## config.mk

```make
export PLATFORM = sky130hd
export DESIGN_NAME = cmplx_sqrt_sched
export DESIGN_NICKNAME = d
export VERILOG_FILES = /design/src/rtl/cmplx_sqrt_pkg.sv /design/src/rtl/cmplx_sqrt_sched_rr_arbiter.sv /design/src/rtl/cmplx_sqrt_sched.sv
export SDC_FILE = /design/constraint.sdc
export NUM_CORES = 1
export LEC_CHECK = 0
export ABC_AREA = 1
export BUFFER_PORTS_ARGS = -buffer_cell sky130_fd_sc_hd__buf_2
export CORE_ASPECT_RATIO = 0.6
export CORE_MARGIN = 5
export CORE_UTILIZATION = 23
export DETAILED_ROUTE_END_ITERATION = 6
export PLACE_DENSITY = 0.42
export SETUP_SLACK_MARGIN = 0.3
export SLEW_MARGIN = 30
export SYNTH_ARGS = -nofsm -noshare
export SYNTH_HDL_FRONTEND = slang
export SYNTH_SLANG_ARGS = --single-unit
export TNS_END_PERCENT = 1
```

## constraint.sdc

```tcl
create_clock -name clk -period 4.4 [get_ports clk]
set_input_delay 0.66 -clock clk [delete_from_list [all_inputs] [get_ports clk]]
set_output_delay 0.66 -clock clk [all_outputs]
set_load 0.1 [all_outputs]
```

## src/rtl/cmplx_sqrt_pkg.sv

```systemverilog
// Shared types and constants for the complex square-root scheduler.
package cmplx_sqrt_pkg;

    localparam int unsigned DATA_W        = 16;
    localparam int unsigned DEF_NREQ      = 4;
    localparam int unsigned DEF_IDW       = 2;
    localparam int unsigned DEF_TIMEOUT   = 255;
    localparam int unsigned DEF_ABORT_LEN = 2;

    // Q1.15 constants
    localparam logic [DATA_W-1:0] Q15_ZERO = 16'h0000;
    localparam logic [DATA_W-1:0] Q15_HALF = 16'h4000;

    // Scheduler state encoding
    localparam logic [2:0] ST_IDLE   = 3'd0;
    localparam logic [2:0] ST_LAUNCH = 3'd1;
    localparam logic [2:0] ST_WAIT   = 3'd2;
    localparam logic [2:0] ST_ABORT  = 3'd3;
    localparam logic [2:0] ST_GAP    = 3'd4;

    // Complex Q1.15 payload
    typedef struct packed {
        logic [DATA_W-1:0] re;
        logic [DATA_W-1:0] im;
    } cplx_t;

    // True when the value is the Q1.15 half-scale point
    function automatic logic is_q15_half(input logic [DATA_W-1:0] v);
        return v == Q15_HALF;
    endfunction

endpackage

```

## src/rtl/cmplx_sqrt_sched_rr_arbiter.sv

```systemverilog
// Combinational round-robin arbiter: first set request at or after ptr, cyclic.
module rr_arbiter #(
    parameter int unsigned N  = 4,
    parameter int unsigned IW = 2
) (
    input  logic [N-1:0]  req,
    input  logic [IW-1:0] ptr,
    output logic [N-1:0]  grant,
    output logic [IW-1:0] idx,
    output logic          any
);

    // Scan requesters starting at ptr and stop at the first hit
    always_comb begin : scan
        int unsigned j;
        logic [IW-1:0] jj;
        grant = '0;
        idx   = '0;
        any   = 1'b0;
        j     = 0;
        jj    = '0;
        for (int unsigned k = 0; k < N; k++) begin
            j = 32'(ptr) + k;
            if (j >= N) begin
                j = j - N;
            end
            jj = IW'(j);
            if (!any && req[jj]) begin
                any       = 1'b1;
                idx       = jj;
                grant[jj] = 1'b1;
            end
        end
    end

endmodule

```

## src/rtl/cmplx_sqrt_sched.sv

```systemverilog
// Shares one complex square-root engine among NREQ requesters with a watchdog.
module cmplx_sqrt_sched
    import cmplx_sqrt_pkg::*;
#(
    parameter int unsigned NREQ      = DEF_NREQ,
    parameter int unsigned IDW       = DEF_IDW,
    parameter int unsigned TIMEOUT   = DEF_TIMEOUT,
    parameter int unsigned ABORT_LEN = DEF_ABORT_LEN
) (
    input  logic                   clk,
    input  logic                   rst,
    input  logic [NREQ-1:0]        req,
    input  logic [NREQ*DATA_W-1:0] x_req,
    input  logic [NREQ*DATA_W-1:0] y_req,
    output logic [NREQ-1:0]        gnt,
    output logic                   eng_start,
    output logic [DATA_W-1:0]      eng_x,
    output logic [DATA_W-1:0]      eng_y,
    output logic                   eng_rst,
    input  logic                   eng_valid,
    input  logic [DATA_W-1:0]      eng_real,
    input  logic [DATA_W-1:0]      eng_imag,
    output logic                   res_valid,
    output logic [IDW-1:0]         res_id,
    output logic [DATA_W-1:0]      res_real,
    output logic [DATA_W-1:0]      res_imag,
    output logic                   res_err,
    output logic                   busy
);

    localparam int unsigned WDW = $clog2(TIMEOUT + 1);
    localparam int unsigned ACW = $clog2(ABORT_LEN + 1);

    logic [2:0]        state, state_nx;
    logic [IDW-1:0]    ptr, ptr_nx;
    logic [IDW-1:0]    cur_id, id_nx;
    logic [WDW-1:0]    wd, wd_nx;
    logic [ACW-1:0]    ab_cnt, ab_cnt_nx;
    cplx_t             op, op_nx;
    cplx_t             res_q, res_nx;
    logic [IDW-1:0]    res_id_nx;
    logic              res_err_nx;
    logic              res_valid_nx;
    logic [NREQ-1:0]   gnt_nx;
    logic              start_nx;
    logic              eng_rst_nx;
    logic              busy_nx;

    logic [NREQ-1:0]   arb_gnt;
    logic [IDW-1:0]    arb_idx;
    logic              arb_any;

    logic [DATA_W-1:0] x_arr [NREQ];
    logic [DATA_W-1:0] y_arr [NREQ];

    // Unpack the flat operand buses per requester
    for (genvar g = 0; g < NREQ; g++) begin : g_unpack
        assign x_arr[g] = x_req[g*DATA_W +: DATA_W];
        assign y_arr[g] = y_req[g*DATA_W +: DATA_W];
    end

    rr_arbiter #(
        .N  (NREQ),
        .IW (IDW)
    ) u_arb (
        .req   (req),
        .ptr   (ptr),
        .grant (arb_gnt),
        .idx   (arb_idx),
        .any   (arb_any)
    );

    assign eng_x    = op.re;
    assign eng_y    = op.im;
    assign res_real = res_q.re;
    assign res_imag = res_q.im;

    // Next-state and next-output logic
    always_comb begin : next_logic
        state_nx     = state;
        ptr_nx       = ptr;
        id_nx        = cur_id;
        wd_nx        = wd;
        ab_cnt_nx    = ab_cnt;
        op_nx        = op;
        res_nx       = res_q;
        res_id_nx    = res_id;
        res_err_nx   = res_err;
        res_valid_nx = 1'b0;
        gnt_nx       = '0;
        start_nx     = 1'b0;
        case (state)
            ST_IDLE: begin
                if (arb_any) begin
                    gnt_nx   = arb_gnt;
                    op_nx.re = x_arr[arb_idx];
                    op_nx.im = y_arr[arb_idx];
                    id_nx    = arb_idx;
                    ptr_nx   = (arb_idx == IDW'(NREQ - 1)) ? '0 : arb_idx + IDW'(1);
                    state_nx = ST_LAUNCH;
                end
            end
            ST_LAUNCH: begin
                start_nx = 1'b1;
                wd_nx    = '0;
                state_nx = ST_WAIT;
            end
            ST_WAIT: begin
                // A result arriving on the timeout cycle still wins
                if (eng_valid) begin
                    res_nx.re    = eng_real;
                    res_nx.im    = eng_imag;
                    res_id_nx    = cur_id;
                    res_err_nx   = 1'b0;
                    res_valid_nx = 1'b1;
                    state_nx     = ST_GAP;
                end else if (wd == WDW'(TIMEOUT)) begin
                    res_nx.re    = Q15_ZERO;
                    res_nx.im    = Q15_ZERO;
                    res_id_nx    = cur_id;
                    res_err_nx   = 1'b1;
                    res_valid_nx = 1'b1;
                    ab_cnt_nx    = '0;
                    state_nx     = ST_ABORT;
                end else begin
                    wd_nx = wd + WDW'(1);
                end
            end
            ST_ABORT: begin
                if (ab_cnt == ACW'(ABORT_LEN - 1)) begin
                    state_nx = ST_GAP;
                end else begin
                    ab_cnt_nx = ab_cnt + ACW'(1);
                end
            end
            ST_GAP: begin
                state_nx = ST_IDLE;
            end
            default: begin
                state_nx = ST_IDLE;
            end
        endcase
        eng_rst_nx = (state_nx != ST_ABORT);
        busy_nx    = (state_nx != ST_IDLE);
    end

    // State register
    always_ff @(posedge clk) begin
        if (!rst) begin
            state <= ST_IDLE;
        end else begin
            state <= state_nx;
        end
    end

    // Datapath, counters and registered outputs
    always_ff @(posedge clk) begin
        if (!rst) begin
            ptr       <= '0;
            cur_id    <= '0;
            wd        <= '0;
            ab_cnt    <= '0;
            op        <= '0;
            res_q     <= '0;
            res_id    <= '0;
            res_err   <= 1'b0;
            res_valid <= 1'b0;
            gnt       <= '0;
            eng_start <= 1'b0;
            eng_rst   <= 1'b1;
            busy      <= 1'b0;
        end else begin
            ptr       <= ptr_nx;
            cur_id    <= id_nx;
            wd        <= wd_nx;
            ab_cnt    <= ab_cnt_nx;
            op        <= op_nx;
            res_q     <= res_nx;
            res_id    <= res_id_nx;
            res_err   <= res_err_nx;
            res_valid <= res_valid_nx;
            gnt       <= gnt_nx;
            eng_start <= start_nx;
            eng_rst   <= eng_rst_nx;
            busy      <= busy_nx;
        end
    end

endmodule
```

==> impl_metrics.csv, run 1 <==
group,metric,value,unit
sta,hold_slack,0.458,ns
finish,fin_area,0.00734,mm2
pwr,power_frac_comb,68.2,%
finish,nFillCells,2769,
critical_path,criticalPathCategory,"reg -> reg",
placement,port_buffers,241,
routing,dr.pass1.iters,7,
critical_path,path_max_fanout,65,
clock_tree,cts_htree_levels,3,
sta,slew_headroom,51.8,%
pwr,intPower,2.39,mW
routing,drt-total-wl,20900,um
routing,via_per_inst,4.37,
pwr,leakagePower,4.19,nW
clock_tree,insertion_delay,0.35,ns
finish,diodes,0,
sta,fin_ws,0.972,ns
pwr,p_sw,3.62,mW
routing,first_iter_violations,335,
placement,place_inst,1439,
synth,synth.area.top_cells,"dfxtp_1 32%, nand2_1 14%, inv_1 13%, nand3_1 9.8%, nand4_1 7.2%",
synth,ys_warn_count,0,
routing,vias,6360,
clock_tree,cts_num_sinks,92,
floorplan,num_rows,44,
floorplan,start_util,23.4,%
clock_tree,cts_root_buffer,"clkbuf_16",
sta,fin_crit,3.43,ns
clock_tree,postCtsSetupBuffers,0,
sta,finalSetupTns,0,ns
pwr,p_clk_share,12.3,%
sta,rsz0062_at_grt,"false",
placement,dpl-instance-area,0.00707,mm2
sta,max_freq,292,MHz
critical_path,cp.required,4.65,ns
global_routing,antenna_found_initial,1,
global_routing,track_usage,14.8,%
global_routing,grt_pass1_vias,6231,
synth,syn_area,0.00568,mm2
clock_tree,cts_buffers,9,
routing,antenna_left,0,
pwr,swShare,60.2,%
sta,skew,0.00989,ns
pwr,max-vdd-ir-drop,0.599,mV
placement,place_congestion,0.802,
routing,wl_per_cell,14.4,um
synth,synth_cell_types,29,
synth,syn_area_per_cell,6.17,um2
global_routing,grt_overflow,0,
clock_tree,ctsHoldBuffers,0,
finish,final_cell_mix,"241 x buf_2, 203 x nand2_1, 194 x inv_1, 111 x nand3_1, 92 x dfxtp_1",
synth,synth-seq-cells,92,
clock_tree,cts_tree,"done",
floorplan,fp.dieArea,0.0281,mm2
synth,synth_top_area_share,32.4,%
finish,final_cell_count_no_fill,1455,
global_routing,grt_max_degree,66,
sta,final-setup-viol-count,0,
finish,final_layout_size_suffix_gt1_share,25.7,%
floorplan,fp.dieH,132,um
floorplan,core-area,0.0243,mm2
floorplan,chipWidth,213,um
clock_tree,cts_resized,0,
synth,synth-main-ff-cell,"dfxtp_1",
synth,synth_enable_flop_cells,0,
min_path,hold_class,"reg -> reg",
critical_path,arrival,3.68,ns
finish,layout_commonest_cell,"buf_2",
synth,syn_nets,1098,
finish,synthToLayoutAreaGrowth,29.1,%
pwr,power_per_cell_area,819,mW/mm2
synth,ys_seq_area_share,32.4,%
floorplan,io_pins,242,
clock_tree,cts.path.max_buffers,2,
clock_tree,path_clk_slew,0.07,ns
global_routing,grt_pass1_wl,33600,um
run_status,status,"finished clean",
synth,synth_async_sr_flop_share,0,%
sta,finalMaxSlewViolations,0,
pwr,p_seq_share,19.5,%
synth,yosysTopAreaCell,"dfxtp_1",
critical_path,start_kind,"flop",
placement,dpl_worst_slack,0.965,ns
routing,drcViolationCount,0,
critical_path,cp-end-kind,"flop",
flow_run,cap_violations,0,
synth,syn_inst,921,
sta,worst_pin_slew,0.723,ns
sta,hold_violations,0,
finish,final_nets,1305,
placement,hpwl,15800,um
sta,finalCritPeriodShare,77.9,%
[worst paths after layout]
kind,from,to,slack (ns),cells after the start
max reg2reg,ptr[0]$_SDFFE_PN0P_,eng_y[6]$_SDFFE_PN0P_,0.97,14
max,ptr[0]$_SDFFE_PN0P_,eng_y[6]$_SDFFE_PN0P_,0.97,14
min reg2reg,res_imag[11]$_SDFFE_PN0P_,res_imag[11]$_SDFFE_PN0P_,0.46,2
min,res_imag[11]$_SDFFE_PN0P_,res_imag[11]$_SDFFE_PN0P_,0.46,2
[worst max-delay path, stage by stage (launching register included)]
cell,delay (ns)
dfxtp_1,0.60
inv_2,0.23
ha_1,0.40
inv_1,0.15
nand2_1,0.08
nand2_2,0.12
nor2_8,0.06
nand3_4,0.07
buf_4,0.57
nand2_4,0.16
inv_2,0.15
buf_4,0.41
nand3_1,0.16
nand2_1,0.08
inv_1,0.04
[metal layers]
| metal | GRT usage [%] | vias to the layer above | routed length [um] | share of wire, % |
|---|---|---|---|---|
| met1 | 21.9 | 2894 | 10400 | 50 |
| li1 | - | 3277 | - | - |
| met4 | 2.31 | 2 | 173 | 0.83 |
| met3 | 4.73 | 14 | 1460 | 7.0 |
| met2 | 21.3 | 173 | 8880 | 42 |
| met5 | 0 | - | 13 | 0.062 |
[power groups by stage]
stage	sequential, mW	clock, mW	combinational, mW
final	1.17	0.740	4.10
after floorplan	2.34	0	2.23
after global placement	1.20	0	4.13
after detailed placement	1.19	0	4.12
after global routing	1.20	0.805	4.53
after CTS	1.18	0.774	4.13
[final cells by class]
class / count / area (um2) / area share [%]
Tap cell: 322 / 403 / 5.49
Inverter: 201 / 756 / 10.3
Sequential cell: 92 / 1840 / 25.1
Clock buffer: 11 / 233 / 3.17
Multi-Input combinational cell: 572 / 2780 / 37.9
Timing Repair Buffer: 252 / 1290 / 17.6
Clock inverter: 5 / 36.3 / 0.494
[per-stage QoR]
| stage | power, mW | utilization [%] |
|---|---|---|
| finish | 6.01 | 30.2 |
| CTS | 6.09 | 30.2 |
| global placement | 5.33 | 29.1 |
| detailed placement | 5.32 | 29.1 |
| floorplan | 4.56 | - |
| global route | 6.54 | 30.2 |
[cells in the mapped netlist (7+ instances only)]
cell,n
nor3_1,8
nand4_1,65
o21ai_0,14
nand2_1,205
a21oi_1,46
ha_1,10
inv_1,195
dfxtp_1,92
nand3_1,111
nor2_1,81
buf_2,35
clkbuf_1,10
nand2_2,7
[sequential cells by signal, summed over array words and instances, names as in the netlist]
name	flops
eng_x	16
eng_start	1
res_err	1
busy	1
state	3
eng_y	16
res_id	2
eng_rst	1
cur_id	2
wd	8
ptr	2
res_real	16
res_imag	16
gnt	4
res_valid	1
ab_cnt	2
[kinds of logic (layout without fill, tap and decap cells)]
family                     count (synthesis)  after routing  synth area share, %
and+or+nand+nor                          491            491                 39.9
buffers and inverters                    257            469                 18.9
DFF                                       92             92                 32.4
AOI/OAI and AO/OA                         71             71                 6.58
adders and majority gates                 10             10                 2.20
Power figures use the tool's default switching activity.
==> run 2: changes to the inputs <==
--- a/config.mk
+++ b/config.mk
@@ -11,7 +11,7 @@
 export CORE_MARGIN = 5
 export CORE_UTILIZATION = 23
 export DETAILED_ROUTE_END_ITERATION = 6
-export PLACE_DENSITY = 0.42
+export PLACE_DENSITY = 0.44
 export SETUP_SLACK_MARGIN = 0.3
 export SLEW_MARGIN = 30
 export SYNTH_ARGS = -nofsm -noshare
==> constraint.sdc (replaced) <==
create_clock -name clk -period 3.1 [get_ports clk]
set_input_delay 0.465 -clock clk [delete_from_list [all_inputs] [get_ports clk]]
set_output_delay 0.465 -clock clk [all_outputs]
set_load 0.1 [all_outputs]
==> run 2 against run 1 <==
Effect of this change:
- critical path depth shrank 1
- global-route usage grew 0.35 points
- clock-buffer cell count unchanged
- routed wire length rose by 3.5%
- design area up 2.4%
- register-to-register slack got worse by 0.47 ns
- non-clock buffer count rose by 5
- maximum frequency increased by 32%
- worst setup slack got worse by 0.47 ns
- die area unchanged
==> impl_metrics.csv, run 2 (same netlist as run 1, synthesis figures left out) <==
group,metric,value,unit
run_status,status,"finished clean",
critical_path,reg2reg_slack,0.50,ns
critical_path,r2r-end,"eng_y[1]$_SDFFE_PN0P_",
critical_path,cp_top_family,"simple AND/OR/NAND/NOR gates",
routing,vias,6408,
floorplan,fp.dieArea,0.0281,mm2
sta,finalMaxSlewViolations,0,
global_routing,grt_overflow,0,
sta,finalSetupTns,0,ns
placement,dpl_worst_slack,0.406,ns
critical_path,cp-end-kind,"flop",
floorplan,io_pins,242,
critical_path,max_stage_delay,0.50,ns
pwr,leakagePower,4.28,nW
clock_tree,cts_htree_levels,3,
sta,worst_pin_slew,0.865,ns
sta,slew_headroom,42.3,%
sta,fin_ws,0.501,ns
clock_tree,cts_root_buffer,"clkbuf_16",
clock_tree,cts_buffers,9,
clock_tree,insertion_delay,0.35,ns
clock_tree,cts_tree,"done",
routing,drcViolationCount,0,
clock_tree,cts.path.max_buffers,2,
global_routing,grt_pass1_vias,6220,
finish,fin_area,0.00751,mm2
finish,layout_commonest_cell,"buf_2",
critical_path,crit_chain,"inv_1, ha_1, inv_1, nand2_1, nand2_2, o21ai_1, nand2_2, buf_4, nand4_1, nand3_1, nand3_1, nand2_1, inv_1",
sta,max_freq,385,MHz
global_routing,track_usage,15.1,%
sta,rsz0062_at_grt,"true",
sta,final-setup-viol-count,0,
routing,wl_per_cell,14.8,um
pwr,power_per_cell_area,1190,mW/mm2
clock_tree,path_clk_slew,0.07,ns
routing,via_per_inst,4.39,
pwr,max-vdd-ir-drop,0.794,mV
min_path,whs_path_depth,3,
critical_path,cp.required,3.35,ns
routing,dr.pass1.iters,5,
critical_path,arrival,2.85,ns
routing,drt-total-wl,21700,um
critical_path,path_max_fanout,41,
sta,finalCritPeriodShare,83.8,%
finish,final_cell_mix,"241 x buf_2, 203 x nand2_1, 195 x inv_1, 111 x nand3_1, 91 x dfxtp_1",
critical_path,rr_worst_depth,13,
global_routing,antenna_found_initial,4,
finish,final_layout_size_suffix_gt1_share,26.1,%
critical_path,start_kind,"flop",
global_routing,grt_pass1_wl,34300,um
clock_tree,cts_num_sinks,92,
floorplan,core-area,0.0243,mm2
sta,skew,0.00728,ns
placement,port_buffers,241,
finish,synthToLayoutAreaGrowth,32.2,%
placement,place_congestion,0.793,
critical_path,criticalPathCategory,"reg -> reg",
placement,hpwl,16200,um
clock_tree,postCtsSetupBuffers,0,
finish,nFillCells,2795,
flow_run,cap_violations,0,
finish,final_nets,1310,
global_routing,grt_max_degree,65,
placement,dpl-instance-area,0.00717,mm2
critical_path,cp_slowest_cell,"dfxtp_1",
floorplan,chipWidth,213,um
min_path,hold-path-endpoint,"res_imag[3]$_SDFFE_PN0P_",
critical_path,cp_num_buf_inv,4,
routing,antenna_left,0,
critical_path,r2r_start,"ptr[1]$_SDFFE_PN0P_",
min_path,hold_start,"eng_imag[3]",
floorplan,num_rows,44,
floorplan,fp.dieH,132,um
floorplan,start_util,23.4,%
min_path,hold_class,"in -> reg",
sta,hold_violations,0,
sta,fin_crit,2.60,ns
critical_path,crit_path_frequent_cell,"inv_1",
routing,first_iter_violations,365,
-- run 2: changes by cell type in the layout (fill, tap and decap cells not counted), sizes merged --
cell / before / now
buf: 252 / 257
clkinv: 3 / 2
clkinvlp: 3 / 1
bufinv: 0 / 2
diode: 0 / 1
-- run 2: how the worst max path moves through the flow --
stage,to,cells after the start,startpoint
final,eng_y[1]$_SDFFE_PN0P_,13,ptr[1]$_SDFFE_PN0P_
after CTS,eng_y[15]$_SDFFE_PN0P_,14,ptr[0]$_SDFFE_PN0P_
after global routing,eng_y[1]$_SDFFE_PN0P_,13,ptr[1]$_SDFFE_PN0P_
after floorplan,eng_x[0]$_SDFFE_PN0P_,14,ptr[0]$_SDFFE_PN0P_
after detailed placement,eng_y[15]$_SDFFE_PN0P_,14,ptr[0]$_SDFFE_PN0P_
after global placement,eng_y[8]$_SDFFE_PN0P_,14,ptr[0]$_SDFFE_PN0P_
-- run 2: final cells by class --
cell class                      count  area [um2]  area share (%)
Sequential cell                    92        1840            24.5
Clock inverter                      4        72.6           0.966
Multi-Input combinational cell    572        2780            37.0
Inverter                          201         757            10.1
Timing Repair Buffer              257        1400            18.7
Clock buffer                       11         253            3.36
Tap cell                          322         403            5.36
Antenna cell                        1        2.50          0.0333
-- run 2: per-stage QoR --
stage	power (mW)	util [%]	hold WS [ns]	std cells
after CTS	9.01	30.9	0.336	1459
final	8.93	30.9	0.353	1460
after detailed placement	7.71	29.6	0.452	1444
after global routing	9.68	30.9	0.350	1460
after floorplan	6.47	-	0.438	921
after global placement	7.72	29.6	0.446	1444
-- run 2: power breakdown --
| part | switching [mW] | total [mW] | leakage [nW] | internal [mW] |
|---|---|---|---|---|
| combinational | 4.48 | 6.02 | 3.37 | 1.54 |
| sequential | 0.189 | 1.67 | 0.754 | 1.48 |
| clock | 0.499 | 1.25 | 0.158 | 0.746 |
| total | 5.17 | 8.93 | 4.28 | 3.76 |
-- run 2: timing repair --
action,CTS,global route
setup endpoints to repair,0,30
hold buffers,0,0
resized for setup,0,3
hold endpoints to repair,0,0
-- run 2: tightest hold or removal path: cells and delay by family --
| kind | cells | cell delay, ns |
|---|---|---|
| buffers and inverters | 1 | 0.09 |
| and+or+nand+nor | 1 | 0.05 |
| AOI/OAI and AO/OA | 1 | 0.05 |
-- run 2: layer usage --
| layer | track usage, % | part of all wire [%] |
|---|---|---|
| met1 | 22.0 | 49 |
| met2 | 21.8 | 41 |
| met3 | 5.18 | 8.6 |
| met4 | 2.56 | 0.58 |
| met5 | 0 | 0.21 |
==> run 3: changes to the inputs <==
--- a/config.mk
+++ b/config.mk
@@ -11,7 +11,7 @@
 export CORE_MARGIN = 5
 export CORE_UTILIZATION = 23
 export DETAILED_ROUTE_END_ITERATION = 6
-export PLACE_DENSITY = 0.44
+export PLACE_DENSITY = 0.42
 export SETUP_SLACK_MARGIN = 0.3
 export SLEW_MARGIN = 30
 export SYNTH_ARGS = -nofsm -noshare
==> constraint.sdc (replaced) <==
create_clock -name clk -period 2.5 [get_ports clk]
set_input_delay 0.375 -clock clk [delete_from_list [all_inputs] [get_ports clk]]
set_output_delay 0.375 -clock clk [all_outputs]
set_load 0.1 [all_outputs]
==> run 3 against run 2 <==
Effect of this change:
- die area did not move
- global-route usage fell by 0.29 points
- sequential share of layout area fell by 0.94 points
- combinational power rose by 44%
- hold slack got worse by 0.10 ns
- register-to-register slack got worse by 0.10 ns
- critical path type unchanged
- maximum frequency rose by 24%
- worst setup slack got worse by 0.10 ns
- via count rose by 2.2%
- sequential power rose by 21%
==> impl_metrics.csv, run 3 (same netlist as run 1, synthesis figures left out) <==
group,metric,value,unit
pwr,max-vdd-ir-drop,0.516,mV
sta,fin_crit,2.10,ns
finish,final_cell_mix,"241 x buf_2, 200 x nand2_1, 193 x inv_1, 111 x nand3_1, 90 x dfxtp_1",
clock_tree,cts_tree,"done",
critical_path,rr_worst_depth,14,
placement,hpwl,15500,um
finish,layout_commonest_cell,"buf_2",
sta,final-setup-viol-count,0,
clock_tree,cts.path.max_buffers,2,
critical_path,r2r_start,"ptr[0]$_SDFFE_PN0P_",
pwr,power_per_cell_area,1550,mW/mm2
routing,dr.pass1.iters,5,
flow_run,cap_violations,0,
finish,diodes,0,
routing,vias,6552,
pwr,leakagePower,4.43,nW
sta,max_freq,476,MHz
routing,wl_per_cell,15.4,um
clock_tree,insertion_delay,0.37,ns
routing,via_per_inst,4.42,
routing,drt-total-wl,22800,um
floorplan,start_util,23.4,%
sta,rsz0062_at_grt,"false",
min_path,hold_class,"in -> reg",
routing,first_iter_violations,375,
clock_tree,cts_htree_levels,3,
critical_path,cp-endpoint,"eng_x[0]$_SDFFE_PN0P_",
floorplan,num_rows,44,
placement,place_congestion,0.782,
clock_tree,cts_buffers,9,
finish,final_layout_size_suffix_gt1_share,28.4,%
floorplan,fp.dieArea,0.0281,mm2
min_path,hold_start,"eng_imag[5]",
critical_path,cp.required,2.77,ns
finish,nFillCells,2757,
critical_path,cp-end-kind,"flop",
floorplan,chipWidth,213,um
clock_tree,ctsHoldBuffers,0,
sta,finalCritPeriodShare,84.0,%
critical_path,start_kind,"flop",
routing,drcViolationCount,0,
critical_path,r2r-end,"eng_x[0]$_SDFFE_PN0P_",
sta,hold_violations,0,
sta,skew,0.00682,ns
clock_tree,cts_root_buffer,"clkbuf_16",
floorplan,core-area,0.0243,mm2
sta,slew_headroom,59.9,%
sta,worst_pin_slew,0.601,ns
clock_tree,path_clk_slew,0.07,ns
critical_path,startpoint,"ptr[0]$_SDFFE_PN0P_",
finish,final_util,32.2,%
finish,synthToLayoutAreaGrowth,37.6,%
global_routing,grt_pass1_wl,33400,um
global_routing,grt_max_degree,67,
placement,port_buffers,241,
critical_path,criticalPathCategory,"reg -> reg",
sta,hold_slack,0.252,ns
finish,final_nets,1331,
floorplan,io_pins,242,
sta,finalMaxSlewViolations,0,
floorplan,fp.dieH,132,um
routing,antenna_left,0,
sta,finalSetupTns,0,ns
run_status,status,"finished clean",
global_routing,grt_overflow,0,
clock_tree,cts_num_sinks,92,
critical_path,reg2reg_slack,0.40,ns
global_routing,track_usage,14.8,%
global_routing,grt_pass1_vias,6145,
critical_path,arrival,2.37,ns
global_routing,antenna_found_initial,0,
critical_path,path_max_fanout,16,
[run 3: cell types whose count changed in the layout (fill, tap and decap cells not counted), sizes merged]
cell / change
diode: -1
bufinv: -2
inv: +4
buf: +16
clkbuf: +4
[run 3: worst max-delay path, stage by stage, from the launching register on]
cell and delay (ns):
dfxtp_2 0.33, inv_2 0.05, ha_4 0.29, inv_2 0.06
nand2_2 0.09, nand2_4 0.08, nor2_8 0.16, nand3_4 0.14
nand3_4 0.24, buf_8 0.23, nand2_1 0.07, nand3_1 0.08
nand3_1 0.07, nand2_1 0.06, inv_1 0.03
[run 3: layout make-up]
class,count,area (um2),share of cell area [%]
multi-input cells,572,2830,36.1
flip-flops and latches,92,1840,23.6
repair buffers,277,1680,21.5
inverters,201,762,9.75
well taps,322,403,5.15
clock buffers,11,253,3.23
clock inverters,5,42.5,0.544
repair inverters,1,6.26,0.0800
[run 3: power breakdown]
part	internal [mW]	total, mW	switching [mW]
logic	2.56	8.66	6.10
registers	1.84	2.02	0.180
clock network	0.743	1.42	0.676
total	5.14	12.1	6.95
[run 3: worst min path at each step]
stage,endpoint,slack (ns),depth (start not counted)
floorplan,wd[5]$_SDFFE_PN0P_,0.44,2
global placement,res_real[5]$_SDFFE_PN0P_,0.45,2
detailed placement,res_imag[4]$_SDFFE_PN0P_,0.45,2
CTS,res_imag[5]$_SDFFE_PN0P_,0.22,3
global route,res_imag[10]$_SDFFE_PN0P_,0.23,3
finish,res_imag[5]$_SDFFE_PN0P_,0.25,3
[run 3: metal layers]
layer  track usage (%)  wire length, um
met1              21.5            11700
met2              21.2             9430
met3              5.02             1450
met4              3.23              233
met5                 0                0
[run 3: repair_timing]
item                                    CTS  global route
endpoints found under the hold margin     0             0
cloned                                    0             8
pin swaps                                 0             8
endpoints found under the setup margin   34            36
buffers inserted                          0             6
gates resized for setup                   3            20
[run 3: metrics by stage]
step	worst slack, ns	power [mW]	instances	instance area (um2)
floorplan	0.302	8.03	921	5680
global placement	0.237	9.61	1451	7230
detailed placement	0.200	9.61	1451	7230
CTS	0.234	11.1	1467	7530
global route	0.286	13.0	1481	7820
finish	0.400	12.1	1481	7820
